## config.mk

```make
export PLATFORM = sky130hd
export DESIGN_NAME = mac_seq_ctrl
export DESIGN_NICKNAME = d
export VERILOG_FILES = /design/src/rtl/mac_seq_ctrl.sv
export SDC_FILE = /design/constraint.sdc
export NUM_CORES = 1
export LEC_CHECK = 0
export CORE_ASPECT_RATIO = 0.8
export CORE_MARGIN = 2
export CORE_UTILIZATION = 55
export CTS_CLUSTER_DIAMETER = 50
export DETAILED_ROUTE_END_ITERATION = 8
export DONT_BUFFER_PORTS = 1
export PLACE_DENSITY = 0.72
export REMOVE_ABC_BUFFERS = 1
export SLEW_MARGIN = 25
export SYNTH_ARGS = -nofsm -noshare
export SYNTH_HDL_FRONTEND = slang
export SYNTH_SLANG_ARGS = --single-unit
```

## constraint.sdc

```tcl
create_clock -name clk -period 4.3 [get_ports clk]
set_input_delay 0.43 -clock clk [delete_from_list [all_inputs] [get_ports clk]]
set_output_delay 0.43 -clock clk [all_outputs]
set_load 0.02 [all_outputs]
```

## src/rtl/mac_seq_ctrl.sv

```systemverilog
// Job sequencer for the SD4 MAC pipeline: issues 3x3 windows into a fixed-latency
// MAC, tracks in-flight windows and buffers results in a credit-protected FIFO.
module mac_seq_ctrl #(
  parameter int LAT       = 5,
  parameter int OUT_DEPTH = 8,
  parameter int CNT_W     = 16
) (
  input  logic             clk,
  input  logic             rst,
  input  logic             cfg_start,
  input  logic [CNT_W-1:0] cfg_num_win,
  input  logic [4:0]       cfg_exp_bias,
  output logic             busy,
  output logic             done,
  input  logic             win_valid,
  output logic             win_ready,
  input  logic [71:0]      win_image,
  input  logic [35:0]      win_weight,
  output logic [71:0]      mac_image,
  output logic [35:0]      mac_weight,
  output logic [4:0]       mac_exp_bias,
  input  logic [15:0]      mac_out,
  output logic             res_valid,
  input  logic             res_ready,
  output logic [15:0]      res_data,
  output logic             res_last,
  output logic [1:0]       o_dbg_state
);

  localparam int PTW = (OUT_DEPTH > 1) ? $clog2(OUT_DEPTH) : 1;
  localparam int CTW = $clog2(OUT_DEPTH + 1);
  localparam int OCW = $clog2(OUT_DEPTH + LAT + 1);

  typedef enum logic [1:0] {
    S_IDLE  = 2'd0,
    S_RUN   = 2'd1,
    S_DRAIN = 2'd2
  } state_t;

  // Handshakes: a window transfers when win_valid & win_ready (fire), a result
  // leaves when res_valid & res_ready (pop); both sampled on the rising edge.
  state_t           r_state;
  state_t           w_state_nxt;
  logic             r_done;
  logic             w_done_nxt;
  logic             w_accept;
  logic [CNT_W-1:0] r_num;
  logic [4:0]       r_bias;
  logic [CNT_W-1:0] r_issued;
  logic [CNT_W-1:0] r_popped;
  logic [LAT-1:0]   r_vld_sr;
  logic [15:0]      r_mem [OUT_DEPTH];
  logic [PTW-1:0]   r_wr_ptr;
  logic [PTW-1:0]   r_rd_ptr;
  logic [CTW-1:0]   r_count;

  logic             w_can_issue;
  logic             w_fire;
  logic             w_push;
  logic             w_pop;
  logic             w_res_valid;
  logic [OCW-1:0]   w_inflight;
  logic [OCW-1:0]   w_outstanding;
  logic [CNT_W-1:0] w_issued_inc;
  logic [CNT_W-1:0] w_num_m1;

  always_comb begin
    w_inflight = '0;
    for (int i = 0; i < LAT; i++) begin
      w_inflight = w_inflight + OCW'(r_vld_sr[i]);
    end
  end

  // Credit covers both queued and in-flight results, so a push can never overflow.
  assign w_outstanding = OCW'(r_count) + w_inflight;
  assign w_can_issue   = (r_state == S_RUN) && (r_issued < r_num) &&
                         (w_outstanding < OCW'(OUT_DEPTH));
  assign w_fire        = win_valid & w_can_issue;
  assign w_push        = r_vld_sr[LAT-1];
  assign w_res_valid   = (r_count != '0);
  assign w_pop         = w_res_valid & res_ready;
  assign w_issued_inc  = r_issued + CNT_W'(1);
  assign w_num_m1      = r_num - CNT_W'(1);

  always_comb begin
    w_state_nxt = r_state;
    w_done_nxt  = 1'b0;
    w_accept    = 1'b0;
    case (r_state)
      S_IDLE: begin
        if (cfg_start) begin
          w_accept = 1'b1;
          if (cfg_num_win != '0) begin
            w_state_nxt = S_RUN;
          end else begin
            w_done_nxt = 1'b1;
          end
        end
      end
      S_RUN: begin
        if (w_fire && (w_issued_inc == r_num)) begin
          w_state_nxt = S_DRAIN;
        end
      end
      S_DRAIN: begin
        if (w_pop && (r_popped == w_num_m1)) begin
          w_state_nxt = S_IDLE;
          w_done_nxt  = 1'b1;
        end
      end
      default: w_state_nxt = S_IDLE;
    endcase
  end

  always_ff @(posedge clk or negedge rst) begin
    if (!rst) begin
      r_state  <= S_IDLE;
      r_done   <= 1'b0;
      r_num    <= '0;
      r_bias   <= '0;
      r_issued <= '0;
      r_popped <= '0;
      r_vld_sr <= '0;
    end else begin
      r_state  <= w_state_nxt;
      r_done   <= w_done_nxt;
      r_vld_sr <= {r_vld_sr[LAT-2:0], w_fire};
      if (w_accept) begin
        r_num    <= cfg_num_win;
        r_bias   <= cfg_exp_bias;
        r_issued <= '0;
        r_popped <= '0;
      end else begin
        if (w_fire) begin
          r_issued <= w_issued_inc;
        end
        if (w_pop && (r_state != S_IDLE)) begin
          r_popped <= r_popped + CNT_W'(1);
        end
      end
    end
  end

  always_ff @(posedge clk or negedge rst) begin
    if (!rst) begin
      r_wr_ptr <= '0;
      r_rd_ptr <= '0;
      r_count  <= '0;
    end else begin
      if (w_push) begin
        r_wr_ptr <= (r_wr_ptr == PTW'(OUT_DEPTH - 1)) ? '0 : r_wr_ptr + PTW'(1);
      end
      if (w_pop) begin
        r_rd_ptr <= (r_rd_ptr == PTW'(OUT_DEPTH - 1)) ? '0 : r_rd_ptr + PTW'(1);
      end
      case ({w_push, w_pop})
        2'b10:   r_count <= r_count + CTW'(1);
        2'b01:   r_count <= r_count - CTW'(1);
        default: r_count <= r_count;
      endcase
    end
  end

  // Storage needs no reset: the head is masked to zero while the FIFO is empty.
  always_ff @(posedge clk) begin
    if (w_push) begin
      r_mem[r_wr_ptr] <= mac_out;
    end
  end

  assign busy         = (r_state != S_IDLE) | r_done;
  assign done         = r_done;
  assign win_ready    = w_can_issue;
  assign mac_image    = w_fire ? win_image : '0;
  assign mac_weight   = w_fire ? win_weight : '0;
  assign mac_exp_bias = r_bias;
  assign res_valid    = w_res_valid;
  assign res_data     = w_res_valid ? r_mem[r_rd_ptr] : '0;
  assign res_last     = w_res_valid && (r_state != S_IDLE) && (r_popped == w_num_m1);
  assign o_dbg_state  = r_state;

endmodule

```

==> impl_metrics.py, run 1 <==
metrics = {
    "logic_synthesis": {
        "synth_edf_count": 128,
        "yosysUniqueCellTypes": 68,
        "ys_warn_count": 0,
        "synth_mux_area_share_pct": 10.8,
        "synth_ff_type": "edfxtp_1",
        "synth_async_sr_flop_share_pct": 35.7,
        "syn_avg_cell_area_sq_um": 12.1,
        "synth_top_family_by_area": "simple AND/OR/NAND/NOR gates",
        "synth_fa_ha_area_share_pct": 4.10,
        "synth-simple-area-share_pct": 18.4,
        "syn_inst": 876,
        "synth-compound-area-share_pct": 5.68,
        "ys_seq_area_share_pct": 53.2,
        "synth_xor_area_share_pct": 4.39,
        "syn_area_sq_mm": 0.0106,
        "synth_seq_cells": 199,
    },
    "placement": {
        "port_buffers": 0,
        "pre_cts_ws_ps": 440,
        "dpl.hpwl_mm": 18.7,
        "gp_congestion": 0.864,
        "placed_cells": 1094,
    },
    "floorplanning": {
        "io_pins": 286,
        "design.core.area_sq_mm": 0.0189,
        "start_util_pct": 55.9,
        "rows": 45,
        "die_w_um": 159,
        "floorplan.die_area_sq_mm": 0.0204,
        "die_h_um": 128,
    },
    "sta": {
        "hold_viol_final": 0,
        "finClkSkew_ps": 13.1,
        "fmax_ghz": 0.239,
        "grt_setup_unrepaired": "yes",
        "slew_headroom_pct": 34.5,
        "period_minus_slack_ps": 4180,
        "setup_slack_ps": 118,
        "setup_violations": 0,
        "holdWs_ps": 77.3,
        "worst_slew_pin_slew_ps": 975,
        "maxSlewViolCount": 0,
        "min_period_over_period_pct": 97.2,
    },
    "clocking": {
        "clock_latency_ps": 440,
        "cts_tree": "done",
        "clk_pin_slew_ps": 80,
        "clk_path_buf_depth": 2,
        "numClockSinks": 199,
        "htreeDepth": 4,
        "clockRootBuffer": "clkbuf_16",
        "cts_buffers": 17,
    },
    "drt": {
        "via_count": 6954,
        "routed_wl_mm": 26.5,
        "drtIter0Drc": 580,
        "drt_pass1_iterations": 5,
        "drc": 0,
        "via_per_inst": 6.07,
        "antenna_left": 0,
        "wl_per_cell_um": 23.1,
    },
    "min_path": {
        "hp-class": "input port to register",
        "whs_endpoint": "r_mem[5][2]",
        "min-delay-start": "mac_out[2]",
        "worstHoldPathCells": 0,
    },
    "worst_setup_path": {
        "r2r-start": "r_vld_sr[3]",
        "path_class": "register to output port",
        "r2r_end": "r_issued[10]",
        "cp_max_fo": 47,
        "slowest_stage": "or4b_4",
        "cp.depth": 10,
        "worstPathCellList": "fa_1 > fa_2 > ha_4 > a31o_1 > a21oi_2 > xnor2_1 > or4b_4 > nor2_8 > bufbuf_16 > and2_2",
        "startpoint_type": "register",
        "r2r_setup_slack_ps": 660,
        "end_kind": "output port",
        "critical_path.max_stage_delay_ps": 570,
        "crit_family": "adder cells",
        "worstPathArrival_ps": 3750,
        "rr_worst_depth": 12,
        "cp_data_required_time_ps": 3870,
        "worst-path-buf-inv": 1,
    },
    "grt": {
        "antenna_found_initial": 16,
        "grt_pass1_vias": 6727,
        "grt_max_degree": 72,
        "grtUsageTotal_pct": 25.0,
        "grt_pass1_wl_mm": 38.6,
        "overflow": 0,
    },
    "power_and_ir_drop": {
        "p_per_area_mw_per_mm2": 689,
        "vdd_drop_max_mv": 0.345,
        "power.leakage_nw": 4.44,
    },
    "finish": {
        "nets": 1047,
        "final-seq-area_sq_mm": 0.00562,
        "finalNonFillerCells": 1146,
        "syn_to_final_growth_pct": 11.4,
        "drive_gt1_share_pct": 22.4,
        "multiInputGateArea_sq_mm": 0.00477,
        "utilization_pct": 62.2,
        "fillers": 1457,
    },
    "status": {
        "status": "complete, no violations",
    },
    "flow_run": {
        "max_cap_viol_count": 0,
    },
}
-- worst max path at each step --
stage                start             end
2_1_floorplan  r_vld_sr[0]    mac_image[0]
3_3_place_gp   r_vld_sr[0]   mac_weight[8]
3_5_place_dp   r_vld_sr[0]   mac_weight[8]
4_1_cts        r_vld_sr[0]   mac_image[32]
5_1_grt        r_vld_sr[3]  mac_weight[18]
6_report       r_vld_sr[3]  mac_weight[18]
-- worst register-to-register path, cell delays in order (launching register included) --
cell and delay [ps]:
dfrtp_1 410, fa_1 530, fa_2 420, ha_4 220, a31o_1 180, a21oi_2 130
xnor2_1 90, or4b_4 570, nor2_8 170, buf_12 160, buf_4 120, mux2_2 330
a22o_1 220
-- metrics by stage --
step / power, mW / cell area [sq um] / TNS [ps]
2_1_floorplan: 5.40 / 10300 / 0
5_1_grt: 8.55 / 11800 / -55.0
6_report: 8.11 / 11800 / 0
3_3_place_gp: 6.04 / 10800 / 0
4_1_cts: 7.93 / 11500 / 0
3_5_place_dp: 6.18 / 10800 / 0
-- Yosys cell counts, drive strengths merged, types with 2 or more instances --
cell type / n / area [sq um]
xor2: 28 / 245
mux2i: 30 / 300
nand2: 72 / 270
nand4: 23 / 144
a2111oi: 2 / 17.5
and3: 5 / 31.3
fa: 3 / 60.1
inv: 24 / 90.1
clkbuf: 32 / 134
o21bai: 2 / 15.0
nand3: 16 / 85.1
buf: 20 / 135
mux4: 32 / 721
o2bb2ai: 2 / 17.5
nor2: 65 / 260
o211ai: 3 / 22.5
nor3b: 2 / 15.0
edfxtp: 128 / 3840
xnor2: 25 / 219
o21ai: 36 / 180
nand2b: 6 / 37.5
ha: 29 / 363
nor4: 13 / 115
dfrtp: 71 / 1780
nor3: 18 / 113
a21oi: 12 / 63.8
or3: 6 / 37.5
mux2: 11 / 124
nand3b: 5 / 50.1
a21o: 4 / 30.0
a211oi: 6 / 45.0
nor2b: 4 / 25.0
or4: 3 / 26.3
a22o: 10 / 87.6
and2: 109 / 682
-- layer usage --
metal  routed length [um]  up-vias  GRT usage (%)
met5                   73        -              0
met4                  329       12           5.40
met3                 2150       31           8.48
met2                12700      261           39.7
met1                11300     3474           33.8
li1                     -     3176              -
-- kinds of logic (layout without fill, tap and decap cells) --
| logic type | after synthesis | count (layout) |
|---|---|---|
| and+or+nand+nor | 352 | 352 |
| other | 0 | 10 |
| buffers and inverters | 76 | 78 |
| muxes | 73 | 73 |
| adders and majority gates | 33 | 33 |
| DFF | 199 | 199 |
| AOI/OAI and AO/OA | 90 | 90 |
| xor gates and xnor gates | 53 | 53 |
-- area by class of cell --
class	instances	area share (%)
multi-input combinational	601	40.5
clock buffer	17	3.61
inverter	24	0.765
antenna	10	0.213
tap	258	2.74
sequential	199	47.8
timing repair buffer	22	2.67
clock inverter	15	1.70
-- cell usage in the layout, fill, tap and decap left out, types with 4 or more instances in the layout --
| master | count |
|---|---|
| and2_1 | 37 |
| mux2i_1 | 30 |
| xnor2_1 | 25 |
| nand4_1 | 23 |
| buf_4 | 12 |
| ha_1 | 28 |
| and3_1 | 5 |
| inv_8 | 4 |
| nor3_4 | 4 |
| clkbuf_16 | 20 |
| a211oi_1 | 6 |
| nand3b_1 | 4 |
| mux2_2 | 11 |
| a22o_1 | 10 |
| clkinv_4 | 4 |
| a21o_1 | 4 |
| nor3_1 | 14 |
| xor2_1 | 28 |
| nor4_2 | 4 |
| clkinv_8 | 5 |
| nor4_1 | 8 |
| inv_1 | 24 |
| dfrtp_1 | 68 |
| diode_2 | 10 |
| a21oi_1 | 11 |
| mux4_2 | 32 |
| nand2_1 | 72 |
| nand3_1 | 15 |
| nor2b_1 | 4 |
| edfxtp_1 | 128 |
| nand2b_1 | 6 |
| o21ai_0 | 33 |
| or3_1 | 6 |
| nor2_1 | 58 |
| and2_2 | 71 |
| nor2_4 | 6 |
-- report_power, final --
group / switching [mW] / internal [mW]
clock network: 0.796 / 0.844
logic: 2.04 / 1.47
registers: 0.595 / 2.36
total: 3.43 / 4.68
-- flip-flops by register name, indices dropped and copies added (netlist names) --
register      cells
r_num            16
o_dbg_state       2
r_popped         16
r_issued         16
r_mem           128
r_wr_ptr          3
mac_exp_bias      5
r_rd_ptr          3
done              1
r_count           4
r_vld_sr          5
-- repair_timing --
action | 4_1_cts | 5_1_grt
pin swaps | 1 | 6
gates cloned | 1 | 3
endpoints found under the setup margin | 96 | 96
resized for setup | 1 | 74
hold buffers | 2 | 0
buffers inserted | 3 | 1
hold endpoints to repair | 71 | 0
(Power assumes the default switching activity.)
==> inputs of run 2 (changes only) <==
ABC_AREA = 1   (was default)
==> impl_metrics.py, run 2 <==
metrics = {
    "placement": {
        "dpl.hpwl_mm": 25.4,
        "port_buffers": 0,
        "pre_cts_ws_ps": 655,
        "gp_congestion": 0.985,
    },
    "logic_synthesis": {
        "syn_area_sq_mm": 0.0109,
        "synth_top_family_by_area": "simple AND/OR/NAND/NOR gates",
        "synth_mux_area_share_pct": 0,
        "synth_commonest_cells": "280 x nor2_1, 217 x nand2_1, 215 x inv_1, 128 x edfxtp_1, 124 x o21ai_0",
        "synth_ff_type": "edfxtp_1",
        "syn_inst": 1322,
        "synth_top_area_share_pct": 35.2,
        "yosysUniqueCellTypes": 38,
        "synth_xor_area_share_pct": 2.33,
        "synth-simple-area-share_pct": 23.0,
        "synth_async_sr_flop_share_pct": 35.7,
        "syn_avg_cell_area_sq_um": 8.26,
        "synth-compound-area-share_pct": 9.32,
        "synth_fa_ha_area_share_pct": 3.87,
        "synth_most_common_cell": "nor2_1",
        "synth_seq_cells": 199,
        "ys_seq_area_share_pct": 51.5,
        "synth_edf_count": 128,
        "yosysTopAreaCell": "edfxtp_1",
        "ys_top_cells_by_area": "edfxtp_1 35%, dfrtp_1 16%, nor2_1 9.6%",
        "ys_warn_count": 0,
    },
    "sta": {
        "setup_violations": 0,
        "finClkSkew_ps": 21.6,
        "finalSetupTns_ps": 0,
        "worst_slew_pin_slew_ps": 899,
        "period_minus_slack_ps": 4040,
        "min_period_over_period_pct": 93.9,
        "grt_setup_unrepaired": "no",
        "slew_headroom_pct": 39.9,
        "maxSlewViolCount": 0,
        "setup_slack_ps": 264,
        "hold_viol_final": 0,
        "fmax_ghz": 0.248,
    },
    "grt": {
        "overflow": 0,
        "grt_pass1_wl_mm": 49.1,
        "grtUsageTotal_pct": 32.2,
        "grt_pass1_vias": 7930,
        "grt_max_degree": 121,
        "antenna_found_initial": 16,
    },
    "drt": {
        "via_per_inst": 5.78,
        "routed_wl_mm": 34.3,
        "via_count": 9259,
        "drt_pass1_iterations": 6,
        "drc": 0,
        "antenna_left": 0,
        "drtIter0Drc": 1117,
        "wl_per_cell_um": 21.4,
    },
    "worst_setup_path": {
        "rr_worst_depth": 16,
        "critPathMostFrequentCell": "nand2_1",
        "cp.depth": 12,
        "path_class": "register to output port",
        "worst-path-buf-inv": 1,
        "r2r_setup_slack_ps": 850,
        "worstPathArrival_ps": 3610,
        "cp_data_required_time_ps": 3870,
        "crit_family": "simple AND/OR/NAND/NOR gates",
        "startpoint_type": "register",
        "end_kind": "output port",
        "worstPathCellList": "fa_1 > fa_1 > ha_1 > nand4_1 > nand2_1 > nand2_1 > nand2_1 > nor2_1 > nand2_1 > nor2_4 > inv_6 > nor2_1",
        "cp_max_fo": 120,
        "slowest_stage": "fa_1",
        "critical_path.max_stage_delay_ps": 500,
    },
    "finish": {
        "regMostFlops": "r_mem",
        "nets": 1496,
        "drive_gt1_share_pct": 4.82,
        "syn_to_final_growth_pct": 8.02,
        "final_common_cell": "nor2_1",
        "final_cell_mix": "280 x nor2_1, 217 x nand2_1, 214 x inv_1",
        "largest_reg_flops": 128,
    },
    "floorplanning": {
        "die_h_um": 130,
        "design.core.area_sq_mm": 0.0196,
        "rows": 46,
        "io_pins": 286,
        "floorplan.die_area_sq_mm": 0.0210,
        "start_util_pct": 55.6,
        "die_w_um": 162,
    },
    "min_path": {
        "worstHoldPathCells": 0,
        "hp-class": "input port to register",
    },
    "power_and_ir_drop": {
        "vdd_drop_max_mv": 0.443,
        "p_per_area_mw_per_mm2": 728,
        "power.leakage_nw": 5.28,
    },
    "clocking": {
        "clock_latency_ps": 440,
        "cts_setup_buffers": 0,
        "cts_tree": "done",
        "clk_pin_slew_ps": 80,
        "numClockSinks": 199,
        "htreeDepth": 4,
        "clockRootBuffer": "clkbuf_16",
        "clk_path_buf_depth": 2,
        "cts_buffers": 17,
    },
    "flow_run": {
        "max_cap_viol_count": 0,
    },
    "status": {
        "status": "complete, no violations",
    },
}
==> run 2: repair_timing <==
| action | 4_1_cts | 5_1_grt |
|---|---|---|
| resized for setup | 0 | 0 |
| hold endpoints to repair | 71 | 0 |
| hold buffers | 2 | 0 |
==> run 2: worst paths after layout <==
kind	start	endpoint
min	mac_out[10]	r_mem[0][10]
max reg2reg	r_vld_sr[0]	r_issued[1]
min reg2reg	r_vld_sr[3]	r_vld_sr[4]
max in group asynchronous	rst	r_rd_ptr[0]
min in group asynchronous	rst	r_num[0]
max	r_vld_sr[0]	mac_image[40]
==> run 2: through the flow <==
stage                     cells  util, %  power (mW)  hold WS, ps  cell area, sq um
final                      1603     60.1        8.59         83.1             11800
after global routing       1600     60.0        9.19         67.6             11800
after CTS                  1591     59.9        8.56         74.5             11800
after detailed placement   1557     56.7        6.92          136             11100
after global placement     1557     56.7        6.82          136             11100
after floorplan            1276        -        5.89          134             10600
==> run 2: cell type report <==
type	instances	area (sq um)
antenna	12	30.0
tap	264	330
inverter	218	823
clock inverter	15	175
clock buffer	17	425
timing repair buffer	19	178
sequential	199	5620
fill	1713	7830
multi-input combinational	859	4210
==> run 2: logic make-up after synthesis <==
| family | after synthesis |
|---|---|
| buffers and inverters | 264 |
| adder cells (fa/ha/maj) | 32 |
| AO/OA/AOI/OAI | 186 |
| AND/OR/NAND/NOR | 612 |
| XOR/XNOR | 29 |
| flip-flops | 199 |
==> run 2: metal layers <==
layer  wire length [um]  up-vias  GRT usage (%)
met5                 66        -              0
met4                939       10           13.2
met3               3850       63           9.89
met2              15500      559           47.6
met1              13900     4344           44.6
li1                   -     4283              -
==> run 2: report_power, final <==
group | internal, mW | switching, mW | leakage (nW)
logic | 1.09 | 3.06 | 2.92
clock network | 0.835 | 0.776 | 0.289
registers | 2.40 | 0.427 | 2.07
